## src/rtl/clasif_stats.sv

```systemverilog
// Windowed flag statistics for the 5-bit number classifier: counts p/x/t flags over WINDOW samples.
// Optional macro CLS_NONE_EN adds cnt_none, counting samples with no flag set.
module clasif_stats #(
  parameter int WINDOW = 16,
  parameter int CW     = 8
) (
  input  logic          clk,
  input  logic          rst_n,
  input  logic          clr,
  input  logic          in_valid,
  output logic          in_ready,
  input  logic          p_in,
  input  logic          x_in,
  input  logic          t_in,
  output logic          out_valid,
  input  logic          out_ready,
  output logic [CW-1:0] cnt_p,
  output logic [CW-1:0] cnt_x,
  output logic [CW-1:0] cnt_t
`ifdef CLS_NONE_EN
  ,
  output logic [CW-1:0] cnt_none
`endif
);

  localparam int SCW = $clog2(WINDOW + 1);
  localparam logic [SCW-1:0] LAST_IDX = SCW'(WINDOW - 1);

  typedef enum logic {COLLECT, REPORT} state_t;

  state_t         state;
  state_t         next_state;
  logic [SCW-1:0] sample_cnt;
  logic [CW-1:0]  acc_p;
  logic [CW-1:0]  acc_x;
  logic [CW-1:0]  acc_t;
  logic           accept;
  logic           last_sample;

  function automatic logic [CW-1:0] sat_inc(input logic [CW-1:0] v, input logic f);
    if (f && (v != {CW{1'b1}}))
      return v + CW'(1);
    else
      return v;
  endfunction

  assign accept      = in_valid & in_ready;
  assign last_sample = accept & (sample_cnt == LAST_IDX);

  always_ff @(posedge clk or negedge rst_n) begin
    if (!rst_n)
      state <= COLLECT;
    else
      state <= next_state;
  end

  always_comb begin
    next_state = state;
    if (clr) begin
      next_state = COLLECT;
    end else begin
      case (state)
        COLLECT: if (last_sample) next_state = REPORT;
        REPORT:  if (out_ready)   next_state = COLLECT;
        default: next_state = COLLECT;
      endcase
    end
  end

  // Handshake flags depend only on the registered state, so out_ready never reaches in_ready.
  always_comb begin
    in_ready  = (state == COLLECT);
    out_valid = (state == REPORT);
  end

  always_ff @(posedge clk or negedge rst_n) begin
    if (!rst_n) begin
      sample_cnt <= '0;
      acc_p      <= '0;
      acc_x      <= '0;
      acc_t      <= '0;
      cnt_p      <= '0;
      cnt_x      <= '0;
      cnt_t      <= '0;
    end else if (clr) begin
      sample_cnt <= '0;
      acc_p      <= '0;
      acc_x      <= '0;
      acc_t      <= '0;
      cnt_p      <= '0;
      cnt_x      <= '0;
      cnt_t      <= '0;
    end else if (accept) begin
      if (last_sample) begin
        cnt_p      <= sat_inc(acc_p, p_in);
        cnt_x      <= sat_inc(acc_x, x_in);
        cnt_t      <= sat_inc(acc_t, t_in);
        acc_p      <= '0;
        acc_x      <= '0;
        acc_t      <= '0;
        sample_cnt <= '0;
      end else begin
        acc_p      <= sat_inc(acc_p, p_in);
        acc_x      <= sat_inc(acc_x, x_in);
        acc_t      <= sat_inc(acc_t, t_in);
        sample_cnt <= sample_cnt + SCW'(1);
      end
    end
  end

`ifdef CLS_NONE_EN
  logic [CW-1:0] acc_none;
  logic          none_flag;

  assign none_flag = ~(p_in | x_in | t_in);

  always_ff @(posedge clk or negedge rst_n) begin
    if (!rst_n) begin
      acc_none <= '0;
      cnt_none <= '0;
    end else if (clr) begin
      acc_none <= '0;
      cnt_none <= '0;
    end else if (accept) begin
      if (last_sample) begin
        cnt_none <= sat_inc(acc_none, none_flag);
        acc_none <= '0;
      end else begin
        acc_none <= sat_inc(acc_none, none_flag);
      end
    end
  end
`endif

endmodule

```

## config.mk

```make
export PLATFORM = sky130hd
export DESIGN_NAME = clasif_stats
export DESIGN_NICKNAME = d
export VERILOG_FILES = /design/src/rtl/clasif_stats.sv
export SDC_FILE = /design/constraint.sdc
export NUM_CORES = 1
export LEC_CHECK = 0
export CAP_MARGIN = 20
export CORE_MARGIN = 2
export CORE_UTILIZATION = 49
export DETAILED_ROUTE_END_ITERATION = 16
export GPL_TIMING_DRIVEN = 0
export PLACE_DENSITY = 0.8
export SETUP_SLACK_MARGIN = 0.5
export SLEW_MARGIN = 15
export SYNTH_ARGS = -nofsm -noshare
export SYNTH_HDL_FRONTEND = slang
export SYNTH_SLANG_ARGS = --single-unit
```

## constraint.sdc

```tcl
create_clock -name clk -period 3.47 [get_ports clk]
set_input_delay 0.694 -clock clk [delete_from_list [all_inputs] [get_ports clk]]
set_output_delay 0.694 -clock clk [all_outputs]
set_load 0.02 [all_outputs]
```

== After elaboration in Yosys (flattened, before gate mapping) ==
Index checks and enable logic that the tools add are counted.
Operators by class
  $add $sub $neg: 4
  multipliers: 0
  divide/modulo/power cells: 0
  magnitude comparators: 0
  equal/unequal tests: 4
  shift-type cells: 0
  mux-type cells: 28
  bitwise operators: 3
  reductions and logical operators: 6
Operator list (count)
  $mux W8: 21
  $add A8 B1 Y8 const B: 3
  $ne A8 B8 Y1 const B: 3
  $mux W5: 3
  $add A5 B1 Y5 const B: 1
  $eq A5 B4 Y1 const B: 1
  $reduce_bool A2 Y1: 2
  $logic_and A1 B1 Y1: 3
  $mux W1: 3
  $and A1 B1 Y1: 2
  $pmux W1 S2: 1
  $reduce_and A2 Y1: 1
  $not A1 Y1: 1
Word-level totals
  flip-flop bits (word level): 54
  bits in latches: 0
  memory bits (writable): 0
  bits in read-only memories: 0
  bits of input ports: 8
  output and inout bits: 26
  memories: 0

== Logic depth before layout (Yosys ltp) ==
Gate-level depths: netlist (run 1).
  word-level depth: 6
  depth in mapped cells: 6

== Least setup slack after synthesis (run 1) ==
OpenSTA, ideal clock, no wires.
  path kind: input to register
  start: input port in_valid
  end: register cnt_p[0]
  arrival: 1.692 ns
  required time: 3.349 ns
  path slack: 1.657 ns
  stages: 5
  buffers on the path: 1
  cell sequence: nand3b_1 -> nor3_2 -> nor2_1 -> clkbuf_1 -> a22o_1
Between the ends
  word-level cells in the longest chain between the ends: 4
  elaborated cells on any way between the ends: 5
  classes of those cells: 2 x bitwise; 3 x reduce/logical
RTL lines
  start: declaration: RTL line 10  | input logic in_valid,
  $and A1 B1 Y1 (*): RTL line 47  | assign accept = in_valid & in_ready;
  $and A1 B1 Y1: RTL line 48  | assign last_sample = accept & (sample_cnt == LAST_IDX);
  $reduce_bool A2 Y1 (no source line)
  $reduce_and A2 Y1 (no source line) (*)
  end signal: assignment: RTL line 95  | cnt_p <= sat_inc(acc_p, p_in);
  end: declaration: RTL line 17  | output logic [CW-1:0] cnt_p,
Every way passes the cells marked *; elsewhere a longest branch is shown, timed or not.
A chain may end at the register's enable or synchronous reset.

== Worst setup path in the final report (run 1) ==
  start: input port in_valid
  end: register cnt_p[2]
The elaborated chain is that of the path after synthesis.

==> results of run 1 <==
## layout by cell type (no fill, tap or decap), drive strengths merged, types with 2 or more instances in the layout
| master | synthesis | routed |
|---|---|---|
| clkdlybuf4s50 | 0 | 32 |
| nand3 | 9 | 9 |
| a32o | 2 | 2 |
| nor3 | 8 | 8 |
| o22ai | 2 | 2 |
| nand2 | 19 | 19 |
| or3 | 7 | 7 |
| a31oi | 4 | 4 |
| xor2 | 5 | 5 |
| clkbuf | 7 | 15 |
| a21o | 3 | 3 |
| and3 | 4 | 4 |
| ha | 4 | 4 |
| nand4 | 6 | 6 |
| inv | 9 | 9 |
| a21boi | 2 | 2 |
| o21ai | 21 | 21 |
| buf | 5 | 6 |
| o2bb2ai | 8 | 8 |
| xnor2 | 9 | 9 |
| nand2b | 9 | 9 |
| nor2 | 7 | 7 |
| a22o | 20 | 20 |
| a21oi | 15 | 15 |
| dfrtp | 54 | 54 |
| and4 | 3 | 3 |
| mux2i | 9 | 9 |
## flip-flops by register name, indices dropped and copies added, names as in the netlist
register and cells:
acc_x 8, out_valid 1, cnt_p 8, acc_t 8
sample_cnt 5, cnt_x 8, cnt_t 8, acc_p 8
## worst register-to-register path: stages, from the launching register on
cell and delay (ns):
dfrtp_1 0.42, ha_1 0.22, and4b_1 0.19, nor3_2 0.47
buf_2 0.38, nand2_1 0.10, o22ai_1 0.16
## how the worst min path moves through the flow
stage              from        to  cells after the start
2_1_floorplan     rst_n  acc_p[0]                      0
3_3_place_gp   cnt_t[7]  cnt_t[7]                      1
3_5_place_dp   cnt_t[7]  cnt_t[7]                      1
4_1_cts           rst_n  cnt_t[0]                      1
5_1_grt           rst_n  cnt_t[2]                      1
6_report          rst_n  acc_t[0]                      1
## cell families after synthesis
| family | count (synthesis) | synth area share (%) |
|---|---|---|
| adder cells (fa/ha/maj) | 4 | 1.851 |
| AND/OR/NAND/NOR | 78 | 15.97 |
| flip-flops | 54 | 49.98 |
| AO/OA/AOI/OAI | 82 | 20.78 |
| buffers and inverters | 21 | 3.147 |
| XOR/XNOR | 14 | 4.535 |
| multiplexers | 10 | 3.748 |
## cell type report
class,instances,area (sq um)
repair buffers,33,327.8
multi-input cells,188,1267
clock buffers,8,110.1
flip-flops and latches,54,1351
plain buffers,12,51.30
well taps,72,90.09
inverters,9,33.78
fillers,474,2173
## per-layer routing
layer / global-route usage, % / wire length, um / vias up
met5: 0 / 0 / -
li1: - / - / 1051
met3: 4.713 / 354 / 12
met2: 35.52 / 2967 / 73
met4: 6.491 / 95 / 0
met1: 27.57 / 2520 / 1090
## report_power, final
group / leakage, nW / internal [mW] / switching [mW] / total [mW]
Combinational: 0.586 / 0.0257 / 0.0501 / 0.0759
Clock: 0.0575 / 0.202 / 0.204 / 0.405
Sequential: 0.751 / 0.635 / 0.00763 / 0.642
Total: 1.39 / 0.862 / 0.261 / 1.12
## stage by stage
step / power [mW] / worst slack [ns] / hold WS, ns / cells / instance area [sq um]
global placement: 0.7306 / 0.06805 / 0.4759 / 368 / 3124
finish: 1.124 / 1.183 / 0.3981 / 376 / 3232
floorplan: 0.6944 / 1.657 / 0.3984 / 263 / 2704
CTS: 1.134 / 1.183 / 0.4354 / 376 / 3232
detailed placement: 0.7321 / 0.8475 / 0.4810 / 368 / 3122
global route: 1.176 / 1.015 / 0.4616 / 376 / 3232
==> impl_metrics.ini, run 1 <==
[clock_network]
cts_resized = 0
htreeDepth = 2
cts_tree = built
postCtsSetupBuffers = 0
clk_path_buf_depth = 2
cts.clk_slew.worst_paths_ns = 0.09
clkLatencyLatePin_ns = 0.31
cts_made_buffers = 5
cts.sink_count = 54
root_buffer = clkbuf_8
cts_hold_buf = 0

[critical_path]
worstPathArrival_ns = 2.50
crit_chain = clkdlybuf4s50_1 > nand3b_1 > nor3_2 > nor2_1 > clkbuf_1 > a22o_1
path_max_fanout = 10
worst_path_max_delay_cell = clkdlybuf4s50_1
end_kind = register
r2r_setup_slack_ns = 1.46
r2r_start = sample_cnt[0]
cp.buffers_inverters = 2
cp-start-kind = input pin
crit_path_end = cnt_p[2]
reg2regPathDepth = 6
crit_cells = 6
path_class = in2reg
r2r-end = acc_t[1]
slowest_delay_ns = 0.51
crit_family = buffers and inverters
worstPathRequired_ns = 3.68
cp-startpoint = in_valid

[synth]
yosysWarningCount = 0
synthFlopType = dfrtp_1
syn_nets = 275
synth_edf_count = 0
yosysTopAreaCellShare_pct = 49.98
yosys.area.top_type = dfrtp_1
netlist_area_sq_um = 2704
synth_area_per_cell_sq_um = 10.28
synth_seq_area_share_pct = 49.98
ys_seq_elements = 54
yosysMostFrequentCell = dfrtp_1
syn_inst = 263
yosys-top-cells-count = dfrtp_1, a22o_1, nand2_1, o21ai_0, a21oi_1
synth_area_leaders = dfrtp_1, a22o_1, mux2i_1, o21ai_0, xnor2_1
async_reset_ff_share_pct = 100.0
yosysUniqueCellTypes = 40

[sta]
fin_crit_sh_pct = 65.92
rsz0062_at_grt = no
fin_skew_ns = 0.007525
min_period_ns = 2.287
timing.fmax_mhz = 437.2
relSlewSlack_pct = 56.06
tns_ns = 0
tightest_slew_ns = 0.6591
hold_viol_final = 0
setup_viol = 0
finalMaxSlewViolations = 0

[die]
num_io_pins = 34
die_area_sq_um = 6129
die_width_um = 78.29
rows = 27
die_y_um = 78.29
initial_core_util_pct = 50.02
core_sq_um = 5405

[global_routing]
grt_pass1_vias = 2147
grt_antenna_before_repair = 0
grt_usage_pct = 21.21
grt_max_degree = 55
grt-ovfl-total = 0
grt_pass1_wl_mm = 10.18

[cells_and_area]
postLayoutCoreUtil_pct = 59.79
drive_above_1_share_pct = 5.921
num_antenna_cells = 0
nets = 315
area_growth_pct = 19.53

[run_status]
status = finished, final reports clean

[drt]
num_vias = 2226
wl_per_cell_um = 15.80
routed_via_density = 5.920
ant_nets = 0
route.detailed.drc = 0
routed_wl_mm = 5.939
drtIter0Drc = 170
firstDrtPassIters = 4

[power_and_ir_drop]
power_density_nw_per_um2 = 347.7
p_leak_nw = 1.394
vdd_drop_max_uv = 159.4

[placement]
place.gp.congestion = 0.8720
place_hpwl_mm = 4.120
portBuffers = 33

[flow_run]
drv_cap = 0

[worst_hold_path]
hp-class = in2async
Note: power is estimated with default switching activity, not from simulation.
==> run 2, diff against run 1 <==
Settings changed: PLACE_DENSITY 0.8 to 0.83.
Clock period 3.47 ns to 2 ns, I/O delays scaled along.
==> impl_metrics.ini, run 2 (synthesized netlist as in run 1, its figures left out) <==
[critical_path]
crit_chain = ha_2 > and4b_1 > or3_4 > buf_6 > or3_1 > o21ai_1
worst_path_max_delay_cell = dfrtp_1
cp-startpoint = sample_cnt[0]
worstPathRequired_ns = 2.24
crit_family = simple AND/OR/NAND/NOR gates
cp-start-kind = register
r2r_start = sample_cnt[0]
end_kind = register
reg2regPathDepth = 6
r2r-end = acc_x[5]
r2r_setup_slack_ns = 0.21
path_max_fanout = 5
slowest_delay_ns = 0.41
cp.buffers_inverters = 1
path_class = reg2reg
worstPathArrival_ns = 2.03

[clock_network]
cts_made_buffers = 5
clkLatencyLatePin_ns = 0.32
cts_tree = built
root_buffer = clkbuf_8
htreeDepth = 2
clk_path_buf_depth = 2
cts.sink_count = 54
cts.clk_slew.worst_paths_ns = 0.10

[sta]
hold_viol_final = 0
setup_viol = 0
tightest_slew_ns = 0.5220
hold_ws_ns = 0.03976
min_period_ns = 1.791
relSlewSlack_pct = 65.20
rsz0062_at_grt = yes
finalMaxSlewViolations = 0
fin_crit_sh_pct = 89.54
timing.fmax_mhz = 558.4
fin_skew_ns = 0.01576

[power_and_ir_drop]
p_leak_nw = 1.718
sequentialPowerShare_pct = 56.2
switching_share_pct = 25.59
power.internal_mw = 1.474
power_switching_mw = 0.5071
power_frac_comb_pct = 10.9
vdd_drop_max_uv = 310.2
power_density_nw_per_um2 = 532.7
p_clk_share_pct = 32.9
finalPower_mw = 1.982

[die]
num_io_pins = 34
core_sq_um = 5405
rows = 27
die_width_um = 78.29
initial_core_util_pct = 50.02
die_y_um = 78.29
die_area_sq_um = 6129

[placement]
place.gp.congestion = 0.8053
place_hpwl_mm = 4.286
portBuffers = 33

[cells_and_area]
nets = 341
multiInputGateArea_sq_um = 1504
num_antenna_cells = 0
layout_commonest_cell = dfrtp_1
area_growth_pct = 37.58
drive_above_1_share_pct = 27.27
fill_cells = 407
seqCellArea_sq_um = 1353
final_cell_mix = dfrtp_1, dlygate4sd2_1, buf_4

[drt]
routed_via_density = 6.080
wl_per_cell_um = 18.49
route.detailed.drc = 0
num_vias = 2444
drtIter0Drc = 202
ant_nets = 0
firstDrtPassIters = 4
routed_wl_mm = 7.434

[worst_hold_path]
hp-class = in2async

[run_status]
status = finished, final reports clean

[global_routing]
grt_antenna_before_repair = 0
grt_max_degree = 34
grt_pass1_vias = 2406
grt_pass1_wl_mm = 11.66
grt_usage_pct = 24.27
grt-ovfl-total = 0

[flow_run]
drv_cap = 0
==> run 2: final cells by class <==
class,instances,share of cell area [%]
clock inverters,2,0.3364
clock buffers,6,2.220
plain buffers,12,2.960
flip-flops and latches,54,36.36
multi-input cells,188,40.43
inverters,9,0.9082
well taps,72,2.422
repair buffers,59,14.36
==> run 2: power by group through the flow <==
stage	registers [mW]	logic, mW	clock network (mW)
after CTS	1.11	0.199	0.655
final	1.11	0.215	0.652
after global placement	1.14	0.140	0
after global routing	1.12	0.232	0.711
after floorplan	1.13	0.0791	0
after detailed placement	1.14	0.149	0
==> run 2: repair_timing <==
action,CTS,global route
resized for setup,72,36
setup buffers,16,6
hold buffers,0,0
gates cloned,3,0
setup endpoints to repair,76,52
pin swaps,15,7
==> run 2: worst max-delay path by stage <==
stage,depth (start not counted),slack [ns],to
2_1_floorplan,6,0.32,acc_x[5]
3_3_place_gp,1,-1.26,out_valid
3_5_place_dp,6,-0.27,acc_x[2]
4_1_cts,6,0.24,acc_x[5]
5_1_grt,6,0.18,acc_x[5]
6_report,6,0.21,acc_x[5]
==> run 2: worst register-to-register path, delay by kind of cell, from the launching register on <==
family | cells | cell delay (ns)
and+or+nand+nor | 3 | 0.88
adders and majority gates | 1 | 0.19
DFF | 1 | 0.41
AOI/OAI and AO/OA | 1 | 0.09
buffers and inverters | 1 | 0.14
==> run 2: metal layers <==
layer	up-vias	GRT usage, %	routed length [um]	part of all wire (%)
li1	1106	-	-	-
met2	84	43.02	3863	52
met3	13	3.793	466	6.3
met1	1241	30.59	2977	40
met5	-	0	0	0
met4	0	7.368	126	1.7
==> run 2: stage by stage <==
step                cells  cell area, sq um  setup TNS (ns)  worst slack [ns]  utilization (%)
finish                402              3720               0            0.2092            68.82
global route          402              3720               0            0.1834            68.82
CTS                   396              3570               0            0.2390            66.04
detailed placement    369              3209          -7.206           -0.2723            59.38
global placement      368              3194          -63.80            -1.262            59.10
floorplan             263              2774               0            0.3216                -
==> run 3, diff against run 2 <==
Settings changed: TNS_END_PERCENT set to 30.
==> impl_metrics.ini, run 3 (synthesized netlist as in run 1, its figures left out) <==
[run_status]
status = finished, final reports clean

[placement]
portBuffers = 33
place_hpwl_mm = 4.257
dp_slack_ns = -0.2759
place.gp.congestion = 0.8994

[cells_and_area]
layout_commonest_cell = dfrtp_1
area_growth_pct = 36.42
seqCellArea_sq_um = 1354
drive_above_1_share_pct = 23.80
fill_cells = 388
postLayoutCoreUtil_pct = 68.24
num_antenna_cells = 0
nets = 343
multiInputGateArea_sq_um = 1425
final_cell_mix = dfrtp_1, clkdlybuf4s50_1, buf_4

[sta]
fin_crit_sh_pct = 89.11
min_period_ns = 1.782
rsz0062_at_grt = yes
timing.fmax_mhz = 561.1
setup_viol = 0
fin_skew_ns = 0.01055
worst_slack_ns = 0.2178
hold_ws_ns = 0.1191
hold_viol_final = 0
tns_ns = 0
relSlewSlack_pct = 55.92
tightest_slew_ns = 0.6612
finalMaxSlewViolations = 0

[critical_path]
crit_family = simple AND/OR/NAND/NOR gates
worstPathRequired_ns = 2.24
r2r_setup_slack_ns = 0.22
worst_path_max_delay_cell = dfrtp_1
cp-start-kind = register
cp.buffers_inverters = 1
path_class = reg2reg
r2r-end = acc_p[3]
end_kind = register
crit_chain = ha_2 > and4b_1 > or3_4 > buf_8 > or3_4 > o21ai_2
reg2regPathDepth = 6
cp-startpoint = sample_cnt[0]
r2r_start = sample_cnt[0]
worstPathArrival_ns = 2.03
crit_path_frequent_cell = or3_4
slowest_delay_ns = 0.41
crit_path_end = acc_p[3]
crit_cells = 6
path_max_fanout = 10

[drt]
routed_via_density = 6.131
num_vias = 2477
firstDrtPassIters = 5
ant_nets = 0
route.detailed.drc = 0
wl_per_cell_um = 18.09
drtIter0Drc = 289
routed_wl_mm = 7.310

[clock_network]
htreeDepth = 2
cts_made_buffers = 5
cts.sink_count = 54
root_buffer = clkbuf_8
cts_hold_buf = 0
cts.clk_slew.worst_paths_ns = 0.10
clkLatencyLatePin_ns = 0.32
clk_path_buf_depth = 2
cts_tree = built

[die]
die_y_um = 78.29
initial_core_util_pct = 50.02
rows = 27
num_io_pins = 34
die_width_um = 78.29
core_sq_um = 5405
die_area_sq_um = 6129

[global_routing]
grt_antenna_before_repair = 0
grt_pass1_vias = 2252
grt_max_degree = 55
grt_usage_pct = 23.44
grt_pass1_wl_mm = 11.11
grt-ovfl-total = 0

[flow_run]
drv_cap = 0

[power_and_ir_drop]
vdd_drop_max_uv = 268.4
power_density_nw_per_um2 = 522.8
p_leak_nw = 1.692

[worst_hold_path]
hp-class = in2async
[run 3: changes by cell type in the layout (fill, tap and decap cells not counted), moves of 3 or more]
cell | before | now
dlygate4sd2_1 | 27 | 3
o21ai_1 | 12 | 4
clkdlybuf4s50_1 | 2 | 23
o2bb2ai_1 | 0 | 5
dlymetal6s2s_1 | 1 | 6
o21ai_0 | 4 | 11
clkbuf_1 | 0 | 3
o2bb2ai_2 | 7 | 3
[run 3: power breakdown]
part           switching [mW]  total (mW)  internal [mW]
Clock                   0.354       0.604          0.250
Sequential             0.0115        1.11           1.10
Combinational           0.118       0.211         0.0931
[run 3: final cells by class]
type                    count  share of cell area, %
repair buffers             61                  16.04
clock buffers               8                  2.171
inverters                   9                 0.9159
flip-flops and latches     54                  36.70
well taps                  72                  2.442
plain buffers              12                  3.087
multi-input cells         188                  38.64
[run 3: worst min-delay path by stage]
stage	from	to	depth (start not counted)
floorplan	rst_n	acc_p[0]	0
global placement	cnt_p[5]	cnt_p[5]	1
detailed placement	cnt_t[7]	cnt_t[7]	1
CTS	rst_n	cnt_t[7]	1
global route	rst_n	cnt_t[1]	1
finish	rst_n	sample_cnt[4]	1
[run 3: timing repair]
action / CTS / global route
hold endpoints to repair: 0 / 0
setup endpoints to repair: 76 / 78
pin swaps: 12 / 9
gates resized for setup: 45 / 30
cloned: 4 / 0
buffers inserted: 15 / 9
[run 3: worst register-to-register path: cells and delay by family (launching register included)]
kind | cells | cell delay (ns)
compound gates | 1 | 0.06
flops | 1 | 0.41
simple gates | 3 | 0.90
fa+ha+maj | 1 | 0.20
buf+inv | 1 | 0.15
[run 3: stage by stage]
step | instance area, sq um | std cells | power [mW]
after floorplan | 2741 | 263 | 1.209
after global placement | 3162 | 368 | 1.271
after detailed placement | 3159 | 368 | 1.275
after CTS | 3535 | 395 | 1.910
after global routing | 3689 | 404 | 2.004
final | 3689 | 404 | 1.929
[run 3: metal layers]
metal / GRT usage (%) / part of all wire (%) / vias up
met2: 38.28 / 49 / 127
met1: 30.23 / 42 / 1204
met3: 4.598 / 6.3 / 25
met5: 0 / 0 / -
li1: - / - / 1121
met4: 10.70 / 3.1 / 0
